[src/rtl/fp32_pkg.sv]
// Shared definitions for single-precision float helpers: field widths,
// exponent bias, int32 saturation limits and the converter state encoding.
package fp32_pkg;

   localparam int unsigned EXP_W    = 8;
   localparam int unsigned MAN_W    = 23;
   localparam int unsigned EXP_BIAS = 127;

   localparam logic [31:0] INT32_MAX = 32'h7FFF_FFFF;
   localparam logic [31:0] INT32_MIN = 32'h8000_0000;

   typedef enum logic [1:0] {
      IDLE  = 2'd0,
      SHIFT = 2'd1,
      DONE  = 2'd2
   } state_t;

endpackage

[src/rtl/fp32_unpack.sv]
// Combinational IEEE-754 single-precision field splitter and class decoder.
module fp32_unpack
   import fp32_pkg::*;
(
   input  logic [31:0]      word,
   output logic             sign,
   output logic [EXP_W-1:0] exp_field,
   output logic [MAN_W-1:0] man,
   output logic             is_zero,
   output logic             is_denorm,
   output logic             is_inf,
   output logic             is_nan
);

   // Split the word into fields and decode the operand class.
   always_comb begin
      sign      = word[31];
      exp_field = word[30:23];
      man       = word[22:0];
      is_zero   = (exp_field == '0) && (man == '0);
      is_denorm = (exp_field == '0) && (man != '0);
      is_inf    = (exp_field == '1) && (man == '0);
      is_nan    = (exp_field == '1) && (man != '0);
   end

endmodule

[src/rtl/fp32_to_int_seq.sv]
// Iterative float32 -> int32 converter. Classifies the operand on accept,
// then shifts the significand one bit per cycle toward the binary point
// and finishes with optional round-to-nearest-even and sign application.
module fp32_to_int_seq
   import fp32_pkg::*;
#(
   parameter int ROUND_NEAREST = 0
) (
   input  logic        clk,
   input  logic        rst,
   input  logic        in_valid,
   output logic        in_ready,
   input  logic [31:0] in_data,
   output logic        out_valid,
   input  logic        out_ready,
   output logic [31:0] out_data,
   output logic        flag_inexact,
   output logic        flag_overflow,
   output logic        flag_invalid
);

   localparam logic RN = (ROUND_NEAREST != 0);

   state_t state_q, state_d;

   logic [31:0] mag_q;
   logic [4:0]  cnt_q;
   logic        left_q;
   logic        sign_q;
   logic        guard_q;
   logic        sticky_q;

   logic             u_sign;
   logic [EXP_W-1:0] u_exp;
   logic [MAN_W-1:0] u_man;
   logic             u_zero, u_denorm, u_inf, u_nan;

   logic signed [9:0] exp_unb;
   logic [31:0]       c_mag;
   logic [4:0]        c_cnt;
   logic              c_left, c_sign, c_inexact, c_overflow, c_invalid;

   logic        round_up;
   logic [31:0] mag_rnd;
   logic [31:0] result;

   fp32_unpack u_unpack (
      .word      (in_data),
      .sign      (u_sign),
      .exp_field (u_exp),
      .man       (u_man),
      .is_zero   (u_zero),
      .is_denorm (u_denorm),
      .is_inf    (u_inf),
      .is_nan    (u_nan)
   );

   // Classify the incoming operand into a preloaded magnitude, shift plan and flags.
   // Specials load their final value with sign cleared and a zero shift count,
   // so they ride the normal finish step unchanged.
   always_comb begin
      exp_unb    = $signed({2'b00, u_exp}) - $signed(10'(EXP_BIAS));
      c_mag      = '0;
      c_cnt      = '0;
      c_left     = 1'b0;
      c_sign     = 1'b0;
      c_inexact  = 1'b0;
      c_overflow = 1'b0;
      c_invalid  = 1'b0;
      if (u_nan) begin
         c_mag     = INT32_MIN;
         c_invalid = 1'b1;
      end else if (u_inf) begin
         c_mag      = u_sign ? INT32_MIN : INT32_MAX;
         c_overflow = 1'b1;
      end else if (u_zero || u_denorm) begin
         c_inexact = u_denorm;
      end else if (exp_unb >= 10'sd31) begin
         if (u_sign && (u_man == '0) && (exp_unb == 10'sd31)) begin
            c_mag = INT32_MIN;
         end else begin
            c_mag      = u_sign ? INT32_MIN : INT32_MAX;
            c_overflow = 1'b1;
         end
      end else if ((exp_unb < -10'sd1) || ((exp_unb == -10'sd1) && !RN)) begin
         c_inexact = 1'b1;
      end else begin
         c_mag  = {8'h00, 1'b1, u_man};
         c_sign = u_sign;
         // 5-bit modular arithmetic is exact over e in [-1, 30].
         if (exp_unb >= 10'sd23) begin
            c_left = 1'b1;
            c_cnt  = exp_unb[4:0] - 5'd23;
         end else begin
            c_cnt  = 5'd23 - exp_unb[4:0];
         end
      end
   end

   // Finish-step rounding and sign application.
   always_comb begin
      round_up = RN && guard_q && (sticky_q || mag_q[0]);
      mag_rnd  = mag_q + {31'b0, round_up};
      result   = sign_q ? (~mag_rnd + 32'd1) : mag_rnd;
   end

   // State register.
   always_ff @(posedge clk) begin
      if (rst) state_q <= IDLE;
      else     state_q <= state_d;
   end

   // Next-state logic and handshake outputs.
   always_comb begin
      state_d   = state_q;
      in_ready  = (state_q == IDLE);
      out_valid = (state_q == DONE);
      case (state_q)
         IDLE:    if (in_valid)     state_d = SHIFT;
         SHIFT:   if (cnt_q == '0)  state_d = DONE;
         DONE:    if (out_ready)    state_d = IDLE;
         default:                   state_d = IDLE;
      endcase
   end

   // Datapath: load on accept, shift one bit per cycle, then commit the result.
   always_ff @(posedge clk) begin
      if (rst) begin
         mag_q         <= '0;
         cnt_q         <= '0;
         left_q        <= 1'b0;
         sign_q        <= 1'b0;
         guard_q       <= 1'b0;
         sticky_q      <= 1'b0;
         out_data      <= '0;
         flag_inexact  <= 1'b0;
         flag_overflow <= 1'b0;
         flag_invalid  <= 1'b0;
      end else begin
         case (state_q)
            IDLE: begin
               if (in_valid) begin
                  mag_q         <= c_mag;
                  cnt_q         <= c_cnt;
                  left_q        <= c_left;
                  sign_q        <= c_sign;
                  guard_q       <= 1'b0;
                  sticky_q      <= 1'b0;
                  flag_inexact  <= c_inexact;
                  flag_overflow <= c_overflow;
                  flag_invalid  <= c_invalid;
               end
            end
            SHIFT: begin
               if (cnt_q != '0) begin
                  cnt_q <= cnt_q - 5'd1;
                  if (left_q) begin
                     mag_q <= {mag_q[30:0], 1'b0};
                  end else begin
                     mag_q    <= {1'b0, mag_q[31:1]};
                     guard_q  <= mag_q[0];
                     sticky_q <= sticky_q | guard_q;
                  end
               end else begin
                  out_data     <= result;
                  flag_inexact <= flag_inexact | guard_q | sticky_q;
               end
            end
            default: ;
         endcase
      end
   end

endmodule

[config.mk]
export PLATFORM = sky130hd
export DESIGN_NAME = fp32_to_int_seq
export DESIGN_NICKNAME = d
export VERILOG_FILES = /design/src/rtl/fp32_pkg.sv /design/src/rtl/fp32_unpack.sv /design/src/rtl/fp32_to_int_seq.sv
export SDC_FILE = /design/constraint.sdc
export NUM_CORES = 1
export LEC_CHECK = 0
export ABC_AREA = 1
export CORE_MARGIN = 5
export CORE_UTILIZATION = 55
export CTS_CLUSTER_SIZE = 30
export DETAILED_ROUTE_END_ITERATION = 8
export PLACE_DENSITY = 0.83
export SLEW_MARGIN = 10
export SYNTH_ARGS = -nofsm -noshare
export SYNTH_HDL_FRONTEND = slang
export SYNTH_SLANG_ARGS = --single-unit
[constraint.sdc]
create_clock -name clk -period 2.75 [get_ports clk]
set_clock_uncertainty 0.15 [all_clocks]
set_input_delay 0.55 -clock clk [delete_from_list [all_inputs] [get_ports clk]]
set_output_delay 0.55 -clock clk [all_outputs]
set_load 0.05 [all_outputs]
======== Word-level counts from Yosys, hierarchy flattened ========
Cells that the tools add are included.
operators by class
  mux-type cells .......................... 57
  order comparisons ....................... 3
  reductions and logical operators ........ 21
  add/sub/neg operators ................... 5
  equality and inequality tests ........... 11
  bitwise logic cells ..................... 5
operators by type and width
  cell                                                                count
  2-to-1 mux 32 bit                                                   10
  one-hot mux 32 bit (2 select lines)                                 1
  2-to-1 mux 5 bit                                                    8
  adder 32 x 1 -> 32 bit (second input constant)                      1
  NOT 32 bit                                                          1
  2-to-1 mux 1 bit                                                    29
  2-to-1 mux 24 bit                                                   1
  zero test 23 bit                                                    1
  nonzero test 23 bit                                                 1
  greater-or-equal comparator 9 x 6 -> 1 bit (second input constant)  2
  inequality test 2 bit (second input constant)                       5
  one-hot mux 5 bit (2 select lines)                                  1
  equality test 9 x 1 -> 1 bit (second input constant)                1
  equality test 9 x 6 -> 1 bit (second input constant)                1
  < comparator 9 x 1 -> 1 bit (second input constant)                 1
  AND reduction 3 bit                                                 3
  subtractor 8 x 7 -> 9 bit (second input constant)                   1
  equality test 8 bit (second input constant)                         1
  zero test 8 bit                                                     1
  logical AND 1 bit                                                   6
  2-to-1 mux 2 bit                                                    3
  one-hot mux 1 bit (2 select lines)                                  3
  one-hot mux 2 bit (3 select lines)                                  1
  zero test 5 bit                                                     1
  other kinds (14)                                                    18
storage, ports and cells
  input bits .............................. 36
  register bits after elaboration ......... 78

======== Depth between registers and ports, before layout ========
Gate-level depths: netlist of run 1.
  depth in word-level cells ............... 10
  depth in mapped cells ................... 17
  gate-level depth less buffers ........... 16

======== By module ========
From an unflattened synthesis of run 1, not the netlist that was laid out.
unflattened totals
  cell total of the unflattened synthesis .. 869
  area total of the unflattened synthesis .. 5689.2 µm²
modules (own cells, without submodules)
  module           seq. area each (µm²)  area an instance (µm²)  cells each  times used
  fp32_to_int_seq  1561.5                5280.1                  797         1
  fp32_unpack      0.0                   409.1                   72          1

======== Worst setup path after synthesis of run 1 ========
Ideal clock, no wire load.
  path kind ............................... input -> register
  from .................................... in in_data[23]
  to ...................................... reg mag_q[18]
  arrival time ............................ 2231 ps
  stages on the path ...................... 17
  slack ................................... 299 ps
  cells stage by stage .................... ha_1 -> nand2_2 -> inv_1 -> nand2_1 -> nand2_1 -> nand2_1 -> inv_1 -> ha_1 -> nand4_1 -> nor2_1 -> nand3_1 -> nand2_2 -> buf_4 -> nand2_1 -> nand2_1 -> nand4_1 -> a21oi_1
on the way
  longest elaborated chain between the ends .. 10
ends and longest elaborated chain
  what                                                           line                                          source
  start, declared                                                fp32_to_int_seq.sv:13                         input logic [31:0] in_data,
  subtractor 8 x 7 -> 9 bit                                      fp32_to_int_seq.sv:62                         exp_unb = $signed({2'b00, u_exp}) - $signed(10'(EXP_BIAS));
  < comparator 9 x 1 -> 1 bit (tied with other cells)            fp32_to_int_seq.sv:85                         end else if ((exp_unb < -10'sd1) || ((exp_unb == -10'sd1) && !RN)) begin
  logical OR 1 bit / logical AND 1 bit (equally long branches)   fp32_to_int_seq.sv:85, fp32_to_int_seq.sv:79
  2-to-1 mux 24 bit / 2-to-1 mux 32 bit (equally long branches)  fp32_to_int_seq.sv:85, fp32_to_int_seq.sv:79
  2-to-1 mux 32 bit                                              fp32_to_int_seq.sv:78                         end else if (exp_unb >= 10'sd31) begin
  2-to-1 mux 32 bit                                              fp32_to_int_seq.sv:76                         end else if (u_zero || u_denorm) begin
  2-to-1 mux 32 bit                                              fp32_to_int_seq.sv:73                         end else if (u_inf) begin
  2-to-1 mux 32 bit (*)                                          fp32_to_int_seq.sv:70                         if (u_nan) begin
  2-to-1 mux 32 bit (*)                                          fp32_to_int_seq.sv:142                        if (in_valid) begin
  one-hot mux 32 bit (2 select lines) (*)                        fp32_to_int_seq.sv:140                        case (state_q)
  end signal, assigned                                           fp32_to_int_seq.sv:143                        mag_q <= c_mag;
  end signal, assigned                                           fp32_to_int_seq.sv:158                        mag_q <= {mag_q[30:0], 1'b0};
  end signal, assigned                                           fp32_to_int_seq.sv:160                        mag_q <= {1'b0, mag_q[31:1]};
  end, declared                                                  fp32_to_int_seq.sv:26                         logic [31:0] mag_q;
Mark *: on every way between the ends. The rest lies on a longest branch, timed or not. The select of a mux whose other input is x is not followed.
A chain may end at the register's enable or synchronous reset.

======== Worst setup path after layout of run 1 ========
  from .................................... in in_data[26]
  to ...................................... reg mag_q[14]
The elaborated chain is that of the path after synthesis.

==> results of run 1 <==
==> cells by family after synthesis <==
logic type / count (synthesis) / share of synthesized area, %
AO/OA/AOI/OAI: 209 / 24.6
XOR/XNOR: 31 / 5.48
AND/OR/NAND/NOR: 304 / 27.6
buffers and inverters: 107 / 8.79
adder cells (fa/ha/maj): 8 / 2.02
flip-flops: 78 / 31.5
==> synth_stat cells, types with 3 or more instances <==
cell type,number
nor2_4,4
buf_2,3
nand2_1,149
nor2_1,62
or2_2,4
a221oi_1,23
o31ai_1,5
buf_4,4
xor2_1,23
dfxtp_1,78
inv_1,59
nand4_1,32
nor3_1,6
nand2_2,6
o211ai_1,4
o21ai_0,79
a21oi_1,72
ha_1,8
nand3_1,30
nor2_2,3
clkbuf_1,38
o21a_1,5
a22oi_1,7
a31oi_1,8
xnor2_1,8
nor4_1,3
==> cell type report <==
cell class / instances / share of cell area, %
Clock buffer: 9 / 1.95
Clock inverter: 7 / 0.906
Sequential cell: 78 / 24.6
Multi-Input combinational cell: 553 / 47.6
Tap cell: 108 / 2.13
Inverter: 60 / 3.55
Timing Repair Buffer: 129 / 19.3
==> worst paths after layout <==
check / startpoint / to / cells after the start
worst max-delay path: in_data[26] / mag_q[14] / 16
worst min-delay path: guard_q / guard_q / 2
worst max register to register: mag_q[0] / out_data[30] / 11
worst min register to register: guard_q / guard_q / 2
==> power breakdown <==
group | total [mW] | switching (mW) | internal [mW]
logic | 1.88 | 1.17 | 0.715
clock network | 0.802 | 0.464 | 0.338
registers | 1.58 | 0.241 | 1.34
==> routing by layer <==
layer / share of wire, % / track usage [%]
met1: 42 / 33.9
met2: 49 / 43.1
met3: 7.6 / 3.70
met4: 1.4 / 7.31
met5: 0 / 0
==> state kept, by name, summed over array words and instances, names as in the netlist <==
signal / cells
sign_q: 1
out_data: 32
guard_q: 1
flag_overflow: 1
cnt_q: 5
left_q: 1
mag_q: 32
state_q: 2
flag_inexact: 1
flag_invalid: 1
sticky_q: 1
==> repair_timing <==
action,in CTS,in global routing
hold buffers,0,0
endpoints found under the setup margin,30,39
cloned,2,1
pin swaps,1,6
setup buffers,3,1
gates resized for setup,5,14
==> worst min-delay path: stages (launching register included) <==
cell and delay (ns):
dfxtp_1 0.33, nand2_1 0.06, a21oi_1 0.05
==> flow_metrics.tcl, run 1 <==
set metrics [dict create \
    report.final.slew_viol_count 0 \
    total_power_mw 4.26 \
    power_leakage_nw 2.75 \
    wl_per_cell_um 15.1 \
    routed_wirelength_um 14200 \
    drc 0 \
    core_area_um2 8760 \
    crit_required_ns 2.88 \
    grt_usage_pct 25.5 \
    grt_max_degree 75 \
    reg2reg_setup_slack_ns 0.57 \
    grt_remaining_overflow 0 \
    slew_headroom_pct 65.9 \
    place_congestion 0.895 \
    p_per_area_nw_per_um2 671 \
    synth-edff-count 0 \
    port_buffers 72 \
    seq_area_um2 1560 \
    hp-class "flop to flop" \
    htreeDepth 3 \
    drt_iter0_drc 650 \
    dieArea_um2 11000 \
    clk_path_buf_depth 2 \
    fin_ws_ns 0.187 \
    ant_nets 0 \
    avgSynthCellArea_um2 6.72 \
    synth.area.top_cells "dfxtp_1 (32%), nand2_1 (11%), o21ai_0 (8.0%)" \
    dpl.cell_count 921 \
    multi_input_area_um2 3030 \
    routed_via_density 5.87 \
    fillers 727 \
    start_util_pct 56.5 \
    preCtsSetupSlack_ns -0.594 \
    fin_crit_ns 2.56 \
    post-route-util_pct 72.5 \
    yosys.area.top_type "dfxtp_1" \
    cap_violations 0 \
    ioPinCount 73 \
    clk_pin_slew_ns 0.09 \
    syn_area_um2 4950 \
    grt_pass1_wl_um 23900 \
    drt_pass1_iterations 5 \
    final_area_um2 6350 \
    path_common_cell "nand2_1" \
    ir_drop_v 0.000367 \
    critPathTopFamily "simple AND/OR/NAND/NOR gates" \
    syn_to_final_growth_pct 28.3 \
    ys_seq_elements 78 \
    cpPeakStageDelay_ns 0.49 \
    period_share_pct 93.2 \
    synth.distinct_cells 37 \
    grt_pass1_vias 5119 \
    root_buffer "clkbuf_8" \
    finalNonFillerCells 944 \
    clock-sinks 78 \
    antenna_found_initial 0 \
    synth_cells 737 \
    status "complete, no violations" \
    fin_setup_tns_ns 0 \
    yosysWarnings 0 \
    drive_above_1_share_pct 12.7 \
    synth_nets 781 \
    hold_ws_ns 0.328 \
    yosysTopAreaCellShare_pct 31.5 \
    final_cell_mix "nand2_1 (149), o21ai_0 (79), dfxtp_1 (78), a21oi_1 (69), clkdlybuf4s50_1 (69)" \
    clock.fmax_ghz 0.390 \
    rows 34 \
    crit_type "primary input to flop" \
    layout.cells.most_common "nand2_1" \
    clk_latency_ns 0.36 \
    ys_seq_area_share_pct 31.5 \
    vias 5544 \
    start_kind "primary input" \
    path_buf_inv 4 \
    cts_tree "done" \
    place_area_um2 6050 \
    hpwl_um 10100 \
    numCtsBuffers 9 \
    rsz0062_at_grt "no" \
    tightest_slew_ns 0.510 \
    synth_flop_cell "dfxtp_1" \
    path_cells "clkdlybuf4s50_1 > buf_4 > nand2_1 > nand2_1 > nand2_1 > inv_2 > ha_2 > nand4_1 > nor2_2 > nand3_2 > nand2_4 > buf_6 > nand2_1 > nand2_1 > nand4_1 > a21oi_1" \
    critPathCaptureType "flop" \
    crit_slowest_cell "clkdlybuf4s50_1" \
    setup_viol_count_final 0 \
    critical_path_peak_fanout 7 \
    async_reset_ff_share_pct 0 \
    layout.nets 875 \
    cp.arrival_ns 2.69 \
    hold_viol 0 \
    die_width_um 105 \
    antenna_cells 0 \
    die_y_um 105 \
]
Note: power is estimated with default switching activity, not from simulation.
==> run 2: changes to the inputs <==
CORE_ASPECT_RATIO = 0.7   (was not set)
PLACE_DENSITY = 0.81   (was 0.83)
SYNTH_HIERARCHICAL = 1   (was not set)
==> run 2 against run 1 <==
- setup slack better by 0.024 ns
- synthesized cell count up 18%
- final area increased by 13%
- routed wire length is 16% higher
- global-route usage up 0.52 points
- clock power grew 60%
- highest routed layer unchanged
- critical path type unchanged
- non-clock buffer count grew 28
==> flow_metrics.tcl, run 2 <==
set metrics [dict create \
    hold_viol 0 \
    grt_pass1_vias 5525 \
    async_reset_ff_share_pct 0 \
    reg2reg_setup_slack_ns 0.43 \
    core_area_um2 10200 \
    synth_compound_area_share_pct 22.9 \
    synth.distinct_cells 45 \
    avgSynthCellArea_um2 6.55 \
    cp-startpoint "in_data[21]" \
    multi_input_area_um2 3390 \
    grt_remaining_overflow 0 \
    cpPeakStageDelay_ns 0.42 \
    routed_wirelength_um 16500 \
    synth_common_cells "nand2_1 (170), nand3_1 (86), nor2_1 (80), o21ai_0 (80), dfxtp_1 (78)" \
    largestRegisters "mag_q (32), out_data (32), cnt_q (5)" \
    fillers 882 \
    synth_simple_gate_area_share_pct 31.8 \
    reg2reg_depth 12 \
    ioPinCount 73 \
    clk_latency_ns 0.34 \
    drt_iter0_drc 576 \
    muxShareOfSynthArea_pct 0 \
    ant_nets 0 \
    grt_usage_pct 26.0 \
    cp.arrival_ns 2.66 \
    die_y_um 95.1 \
    die_width_um 132 \
    slew_headroom_pct 64.0 \
    antenna_cells 0 \
    syn_to_final_growth_pct 25.7 \
    ir_drop_v 0.000434 \
    routed_via_density 5.74 \
    synth_cells 869 \
    fin_ws_ns 0.212 \
    critPathCaptureType "flop" \
    htreeDepth 3 \
    yosys.area.top_type "dfxtp_1" \
    path_cells "clkdlybuf4s50_1 > nor2_1 > nand2_1 > nor2_1 > nand3_2 > buf_4 > nand2_1 > inv_1 > nor2_1 > nand3_1 > nor3_4 > nand3_1 > a21oi_1" \
    synth_top_family_by_area "simple AND/OR/NAND/NOR gates" \
    crit_slowest_cell "clkdlybuf4s50_1" \
    hpwl_um 12300 \
    fin_crit_ns 2.54 \
    hp-class "flop to flop" \
    root_buffer "clkbuf_16" \
    clk_pin_slew_ns 0.06 \
    r2r_end "out_data[16]" \
    yosysWarnings 6 \
    port_buffers 72 \
    yosysTopAreaCellShare_pct 27.4 \
    clock.fmax_ghz 0.394 \
    synth_nets 912 \
    p_per_area_nw_per_um2 674 \
    path_buf_inv 3 \
    critPathTopFamily "simple AND/OR/NAND/NOR gates" \
    final_cell_mix "nand2_1 (170), nand3_1 (86), o21ai_0 (80), buf_4 (80)" \
    layout.cells.most_common "nand2_1" \
    crit_required_ns 2.87 \
    hold_ws_ns 0.307 \
    wl_per_cell_um 15.0 \
    drive_above_1_share_pct 15.8 \
    power_leakage_nw 3.23 \
    tightest_slew_ns 0.538 \
    synth-xor-area-share_pct 3.23 \
    path_common_cell "nor2_1" \
    synth_flop_cell "dfxtp_1" \
    drc 0 \
    period_share_pct 92.3 \
    antenna_found_initial 0 \
    crit_end "cnt_q[2]" \
    vias 6287 \
    crit_type "primary input to flop" \
    cts_tree "done" \
    synthAdderAreaFrac_pct 1.54 \
    critical_path_peak_fanout 5 \
    report.final.slew_viol_count 0 \
    drt_pass1_iterations 5 \
    post-route-util_pct 69.9 \
    numCtsBuffers 9 \
    ys_seq_area_share_pct 27.4 \
    status "complete, no violations" \
    synth-edff-count 0 \
    cp_num_cells 13 \
    synth.area.top_cells "dfxtp_1 (27%), nand2_1 (11%), nand3_1 (7.6%)" \
    grt_max_degree 44 \
    grt_pass1_wl_um 27000 \
    reg2reg_from "mag_q[0]" \
    syn_area_um2 5690 \
    rows 31 \
    yosysMostFrequentCell "nand2_1" \
    setup_viol_count_final 0 \
    start_util_pct 55.6 \
    preCtsSetupSlack_ns -0.350 \
    dieArea_um2 12500 \
    ys_seq_elements 78 \
    clk_path_buf_depth 2 \
    clock-sinks 78 \
    start_kind "primary input" \
    seq_area_um2 1560 \
    total_power_mw 4.82 \
    layout.nets 1002 \
    cap_violations 0 \
    place_congestion 0.955 \
    rsz0062_at_grt "no" \
]
run 2: changes by cell type after synthesis, moves of 9 or more:
cell	before	now
a21oi_1	72	56
a21oi_2	0	11
buf_4	4	34
clkbuf_1	38	29
inv_1	59	71
nand2_1	149	170
nand3_1	30	86
nand4_1	32	9
nor2_1	62	80
run 2: how the worst min path moves through the flow:
stage	end	from	slack (ns)	cells after the start
floorplan	sticky_q	sticky_q	0.29	1
detailed placement	flag_overflow	flag_overflow	0.30	2
CTS	flag_overflow	flag_overflow	0.31	2
finish	flag_overflow	flag_overflow	0.31	2
global route	flag_overflow	flag_overflow	0.35	2
global placement	sticky_q	sticky_q	0.31	1
run 2: per-layer routing:
| metal | GRT usage [%] | vias to the layer above | routed length, um |
|---|---|---|---|
| met5 | 0 | - | 0 |
| met4 | 5.99 | 0 | 235 |
| met3 | 7.33 | 37 | 1800 |
| met2 | 36.9 | 320 | 6560 |
| met1 | 38.9 | 2840 | 7860 |
| li1 | - | 3090 | - |
run 2: power by group:
part | switching [mW] | internal, mW | leakage, nW
clock network | 0.479 | 0.801 | 0.150
logic | 1.22 | 0.716 | 2.44
registers | 0.271 | 1.34 | 0.641
total | 1.97 | 2.85 | 3.23
run 2: repair_timing:
| action | CTS | global route |
|---|---|---|
| gates cloned | 0 | 0 |
| endpoints found under the setup margin | 1 | 40 |
| pin swaps | 0 | 2 |
| hold buffers | 0 | 0 |
| gates resized for setup | 0 | 6 |
| buffers inserted | 0 | 0 |
run 2: cell families (layout without fill, tap and decap cells):
kind of cell / after synthesis / after routing
fa+ha+maj: 7 / 7
compound gates: 212 / 212
flops: 78 / 78
simple gates: 398 / 398
buf+inv: 153 / 248
xor+xnor: 21 / 21
run 2: metrics by stage:
step | setup TNS [ns] | cells | instance area [um2]
floorplan | 0 | 869 | 5690
global placement | -8.28 | 1080 | 6820
detailed placement | -11.14 | 1080 | 6820
CTS | -0.00623 | 1096 | 7140
global route | 0 | 1096 | 7150
finish | 0 | 1096 | 7150
run 2: final cells by class:
cell class | instances | area share (%)
clock buffer | 10 | 3.20
clock inverter | 6 | 1.29
inverter | 75 | 3.94
multi-input combinational | 638 | 47.4
sequential | 78 | 21.8
tap | 132 | 2.31
timing repair buffer | 157 | 20.0
run 2: worst reg2reg max path, delay by kind of cell (launching register included):
kind                       cells  cell delay [ns]
AOI/OAI and AO/OA              2             0.41
xor gates and xnor gates       1             0.28
adders and majority gates      1             0.18
buffers and inverters          3             0.23
DFF                            1             0.35
and+or+nand+nor                5             0.62
